**src/rtl/prog_loader.sv**
```systemverilog
// rtl/prog_loader.sv - byte-stream program loader writing 32-bit words into instruction memory
module prog_loader #(
    parameter int ADDR_W = 9,
    parameter int DEPTH  = 512
) (
    input  logic              clk,
    input  logic              rst,
    input  logic              in_valid,
    input  logic [7:0]        in_data,
    input  logic              in_last,
    output logic              in_ready,
    output logic [ADDR_W-1:0] a,
    output logic [31:0]       d,
    output logic              we,
    output logic              exec,
    output logic [ADDR_W:0]   words,
    output logic              err
);

    typedef enum logic [1:0] {
        LOAD  = 2'd0,
        WRITE = 2'd1,
        RUN   = 2'd2,
        ERR   = 2'd3
    } state_t;

    localparam logic [ADDR_W:0] DEPTH_W = (ADDR_W + 1)'(DEPTH);

    state_t            state_q;
    logic [31:0]       asm_q;
    logic [31:0]       asm_d;
    logic [1:0]        idx_q;
    logic              last_q;
    logic              ready_q;
    logic              we_q;
    logic              exec_q;
    logic              err_q;
    logic [ADDR_W-1:0] a_q;
    logic [31:0]       d_q;
    logic [ADDR_W:0]   words_q;

    // Big-endian placement: byte index 0 lands in the most significant byte.
    always_comb begin
        asm_d = asm_q;
        case (idx_q)
            2'd0:    asm_d[31:24] = in_data;
            2'd1:    asm_d[23:16] = in_data;
            2'd2:    asm_d[15:8]  = in_data;
            default: asm_d[7:0]   = in_data;
        endcase
    end

    always_ff @(posedge clk) begin
        if (rst) begin
            state_q <= LOAD;
            asm_q   <= '0;
            idx_q   <= '0;
            last_q  <= 1'b0;
            ready_q <= 1'b1;
            we_q    <= 1'b0;
            exec_q  <= 1'b0;
            err_q   <= 1'b0;
            a_q     <= '0;
            d_q     <= '0;
            words_q <= '0;
        end else begin
            case (state_q)
                LOAD: begin
                    if (in_valid) begin
                        if (words_q == DEPTH_W) begin
                            state_q <= ERR;
                            ready_q <= 1'b0;
                            err_q   <= 1'b1;
                        end else if (idx_q == 2'd3 || in_last) begin
                            // Unfilled low bytes of a short final word are still zero in asm_q.
                            state_q <= WRITE;
                            ready_q <= 1'b0;
                            we_q    <= 1'b1;
                            a_q     <= words_q[ADDR_W-1:0];
                            d_q     <= asm_d;
                            last_q  <= in_last;
                        end else begin
                            asm_q <= asm_d;
                            idx_q <= idx_q + 2'd1;
                        end
                    end
                end
                WRITE: begin
                    we_q    <= 1'b0;
                    words_q <= words_q + 1'b1;
                    asm_q   <= '0;
                    idx_q   <= '0;
                    if (last_q) begin
                        state_q <= RUN;
                        exec_q  <= 1'b1;
                    end else begin
                        state_q <= LOAD;
                        ready_q <= 1'b1;
                    end
                end
                RUN: begin
                    state_q <= RUN;
                end
                default: begin
                    state_q <= ERR;
                end
            endcase
        end
    end

    // Reset gates ready directly so no byte is taken while rst is held.
    assign in_ready = ready_q & ~rst;
    assign a        = a_q;
    assign d        = d_q;
    assign we       = we_q;
    assign exec     = exec_q;
    assign words    = words_q;
    assign err      = err_q;

endmodule

```
**config.mk**
```make
export PLATFORM = sky130hd
export DESIGN_NAME = prog_loader
export DESIGN_NICKNAME = d
export VERILOG_FILES = /design/src/rtl/prog_loader.sv
export SDC_FILE = /design/constraint.sdc
export NUM_CORES = 1
export LEC_CHECK = 0
export ABC_AREA = 1
export CAP_MARGIN = 20
export CORE_MARGIN = 2
export CORE_UTILIZATION = 55
export CTS_BUF_LIST = sky130_fd_sc_hd__clkbuf_16
export CTS_CLUSTER_DIAMETER = 50
export DETAILED_ROUTE_END_ITERATION = 10
export HOLD_SLACK_MARGIN = 0.08
export PLACE_DENSITY = 0.91
export SLEW_MARGIN = 20
export SYNTH_ARGS = -nofsm -noshare
export SYNTH_HDL_FRONTEND = slang
export SYNTH_SLANG_ARGS = --single-unit
```
**constraint.sdc**
```tcl
create_clock -name clk -period 3.07 [get_ports clk]
set_clock_uncertainty 0.1 [all_clocks]
set_input_delay 0.7675 -clock clk [delete_from_list [all_inputs] [get_ports clk]]
set_output_delay 0.7675 -clock clk [all_outputs]
set_load 0.005 [all_outputs]
```
==> results.sh <==
export IMPL_outcome="completed"
export IMPL_ir_drop_mv=0.483
export IMPL_viasPerCell=5.04
export IMPL_cts_setup_buffers=0
export IMPL_syn_mean_instance_area_um2=6.54
export IMPL_floorplan_die_width_um=92.5
export IMPL_worst_min_delay_path_category="flip-flop to flip-flop"
export IMPL_worst_ep_arrival_time_ps=1790
export IMPL_async_flop_share_pct=0
export IMPL_sequential_standard_cell_area_um2=1840
export IMPL_globalRoute_totalOverflow=0
export IMPL_dominantRegCellSynth="sky130_fd_sc_hd__dfxtp_1"
export IMPL_layout_cell_share_with_drive_strength_beyond_1_pct=4.35
export IMPL_drv_slew=0
export IMPL_place_hpwl_um=6500
export IMPL_timing_final_hold_violations=0
export IMPL_p_leak_nw=2.38
export IMPL_grt_use_total_pct=23.6
export IMPL_drt_pass1_iter_count=5
export IMPL_netlist_top_cells_count="194 x sky130_fd_sc_hd__nor2_1, 177 x sky130_fd_sc_hd__nand2_1, 92 x sky130_fd_sc_hd__dfxtp_1"
export IMPL_rsz0062_at_grt="no"
export IMPL_critPathLaunchType="input pin"
export IMPL_number_of_placement_rows=32
export IMPL_slew_limit_headroom_pct=63.3
export IMPL_total_of_endpoints_with_negative_setup_slack_in_the_final_report=0
export IMPL_antenna_cells_inserted=0
export IMPL_design_die_area_um2=8560
export IMPL_critPathLaunch="rst"
export IMPL_layout_cells_non_filler=815
export IMPL_cts_root_buffer="sky130_fd_sc_hd__clkbuf_16"
export IMPL_fin_nets=731
export IMPL_ys_seq_elements=92
export IMPL_crit_reg2reg_capture="asm_q[9]"
export IMPL_number_of_global_route_vias_before_repair=3711
export IMPL_crit_required_ps=2200
export IMPL_clock_tree_htree_level_count=3
export IMPL_ant_nets=0
export IMPL_syn_to_final_growth_pct=21.8
export IMPL_route_vias_total=4107
export IMPL_number_of_antenna_violations_at_the_first_check_in_global_routing=0
export IMPL_worst_slew_pin_transition_ps=551
export IMPL_placed_cells_incl_taps=799
export IMPL_synth_net_count=682
export IMPL_final_period_utilization_pct=86.6
export IMPL_multi_input_area_um2=2050
export IMPL_yosysTopAreaCellShare_pct=42.7
export IMPL_tritoncts_num_buffers=9
export IMPL_net_switching_power_w=0.00201
export IMPL_critPathKind="input pin to output port"
export IMPL_drtIter0Drc=302
export IMPL_top_cell_type_by_total_area_after_synthesis="sky130_fd_sc_hd__dfxtp_1"
export IMPL_drv_cap=0
export IMPL_clkPwrFrac_pct=20.6
export IMPL_most_repeated_cell_in_the_gate_level_netlist_after_synthesis="sky130_fd_sc_hd__nor2_1"
export IMPL_clk_pin_slew_ps=60
export IMPL_synth_edff_count=0
export IMPL_setup_reg_to_reg_worst_slack_ps=850
export IMPL_crit_path_end="in_ready"
export IMPL_clock_sinks=92
export IMPL_drt_wl_total_um=9790
export IMPL_grt_first_pass_wirelength_um=16400
export IMPL_crit_path_end_kind="output port"
export IMPL_remaining_drc_errors=0
export IMPL_critical_path_peak_fanout=2
export IMPL_holdBufCountCts=0
export IMPL_clock_latency_ps=340
export IMPL_floorplan_die_height_um=92.5
export IMPL_sw_frac_of_total_pct=40.4
export IMPL_totalNegativeSetupSlack_ps=0
export IMPL_route_detailed_wl_per_inst_um=12.0
export IMPL_ys_warnings_count=0
export IMPL_worstReg2RegStart="words[1]"
export IMPL_number_of_port_buffers=66
export IMPL_cellInternalPower_w=0.00295
export IMPL_clock_tree_from_tritoncts="yes"
export IMPL_synthTopCellsByArea="sky130_fd_sc_hd__dfxtp_1 43%, sky130_fd_sc_hd__nor2_1 17%, sky130_fd_sc_hd__nand2_1 15%, sky130_fd_sc_hd__o21ai_0 5.0%, sky130_fd_sc_hd__inv_1 4.5%"
export IMPL_pin_count_of_the_biggest_net_entering_global_routing=86
export IMPL_sequential_fraction_of_the_synthesis_area_pct=42.7
export IMPL_cts_root_to_sink_buffers=2
export IMPL_number_of_distinct_library_cell_variants_in_the_gate_level_netlist_after_synthesis=25
export IMPL_area_of_the_core_um2=7650
export IMPL_io_pin_count=67
export IMPL_start_util_pct=56.4
export IMPL_syn_cell_area_um2=4310
export IMPL_ctsResizeCount=0
export IMPL_gp_congestion=0.878
export IMPL_synthesis_instances=659
export IMPL_power_density_cell_area_nw_per_um2=945
export IMPL_max_clock_freq_ghz=0.376
export IMPL_r2r_worst_path_cells=10
export IMPL_seq_power_share_pct=34.0
export IMPL_share_comb_of_total_power_pct=45.3
export IMPL_fin_crit_ps=2660
export IMPL_final_fill_count=615
[cell usage in the layout, fill, tap and decap left out]
cell type                           n
sky130_fd_sc_hd__clkinv_1           2
sky130_fd_sc_hd__buf_4              3
sky130_fd_sc_hd__clkinv_2           1
sky130_fd_sc_hd__inv_1             51
sky130_fd_sc_hd__nor3_1             3
sky130_fd_sc_hd__nor2_1           194
sky130_fd_sc_hd__buf_12             3
sky130_fd_sc_hd__clkdlybuf4s50_1   66
sky130_fd_sc_hd__a21oi_1           26
sky130_fd_sc_hd__nand4_2            1
sky130_fd_sc_hd__o21a_1             1
sky130_fd_sc_hd__nor2_2             1
sky130_fd_sc_hd__xnor2_1            1
sky130_fd_sc_hd__clkbuf_16          9
sky130_fd_sc_hd__o21ai_0           43
sky130_fd_sc_hd__nand2_4            1
sky130_fd_sc_hd__inv_2              5
sky130_fd_sc_hd__clkinv_4           1
sky130_fd_sc_hd__ha_1              11
sky130_fd_sc_hd__a31oi_1            1
sky130_fd_sc_hd__nor3_4             2
sky130_fd_sc_hd__nand2_1          177
sky130_fd_sc_hd__inv_6              2
sky130_fd_sc_hd__a211oi_1           1
sky130_fd_sc_hd__dfxtp_1           92
sky130_fd_sc_hd__nand4_1            1
sky130_fd_sc_hd__nand3_1           12
sky130_fd_sc_hd__clkinvlp_4         2
[cells by family (layout without fill, tap and decap cells)]
family	count (synthesis)	in the layout	share of synthesized area, %
AOI/OAI and AO/OA	72	72	8.51
xor gates and xnor gates	1	1	0.203
adders and majority gates	11	11	3.19
buffers and inverters	91	145	9.72
DFF	92	92	42.7
and+or+nand+nor	392	392	35.6
[registers in the layout, summed over array words and instances (netlist names)]
register,flops
last_q,1
d,32
exec,1
ready_q,1
err,1
words,10
idx_q,2
state_q,2
a,9
asm_q,32
we,1
[worst min-delay path by stage]
| stage | startpoint | end | slack, ps | cells after the start |
|---|---|---|---|---|
| after floorplan | ready_q | ready_q | 330 | 2 |
| after global placement | exec | exec | 340 | 2 |
| after detailed placement | ready_q | ready_q | 350 | 2 |
| after CTS | exec | exec | 360 | 2 |
| after global routing | exec | exec | 400 | 2 |
| final | exec | exec | 360 | 2 |
[cell type report]
cell class / count / share of cell area (%)
Sequential cell: 92 / 35.1
Tap cell: 102 / 2.43
Timing Repair Buffer: 72 / 14.2
Inverter: 57 / 4.07
Clock buffer: 9 / 4.29
Clock inverter: 7 / 0.953
Multi-Input combinational cell: 476 / 39.0
[power by group through the flow]
stage / clock, W / combinational [W] / sequential (W)
final: 0.00102 / 0.00225 / 0.00169
after detailed placement: 0 / 0.00221 / 0.00171
after global routing: 0.00108 / 0.00257 / 0.00172
after global placement: 0 / 0.00210 / 0.00169
after CTS: 0.00104 / 0.00225 / 0.00169
after floorplan: 0 / 0.00167 / 0.00169
[per-layer routing]
metal  vias to the layer above  part of all wire (%)  GRT usage (%)
met1                      1874                    42           26.9
met4                         0                   1.8           8.21
li1                       2112                     -              -
met5                         -                     0              0
met3                        13                   4.6           4.07
met2                       108                    52           43.9
[worst max-delay path: stages]
cell and delay (ps):
sky130_fd_sc_hd__clkdlybuf4s50_1 420, sky130_fd_sc_hd__nor2_1 110, sky130_fd_sc_hd__clkdlybuf4s50_1 500
[metrics by stage]
stage          instance area, um2  hold WS [ps]  utilization (%)  setup WS (ps)  power, W
2_1_floorplan                4310           329                -           1120   0.00336
3_3_place_gp                 4980           340             65.1            411   0.00379
3_5_place_dp                 4980           352             65.1            408   0.00392
4_1_cts                      5250           365             68.7            403   0.00497
5_1_grt                      5250           399             68.7            377   0.00537
6_report                     5250           355             68.7            410   0.00496
(Power assumes the default switching activity.)
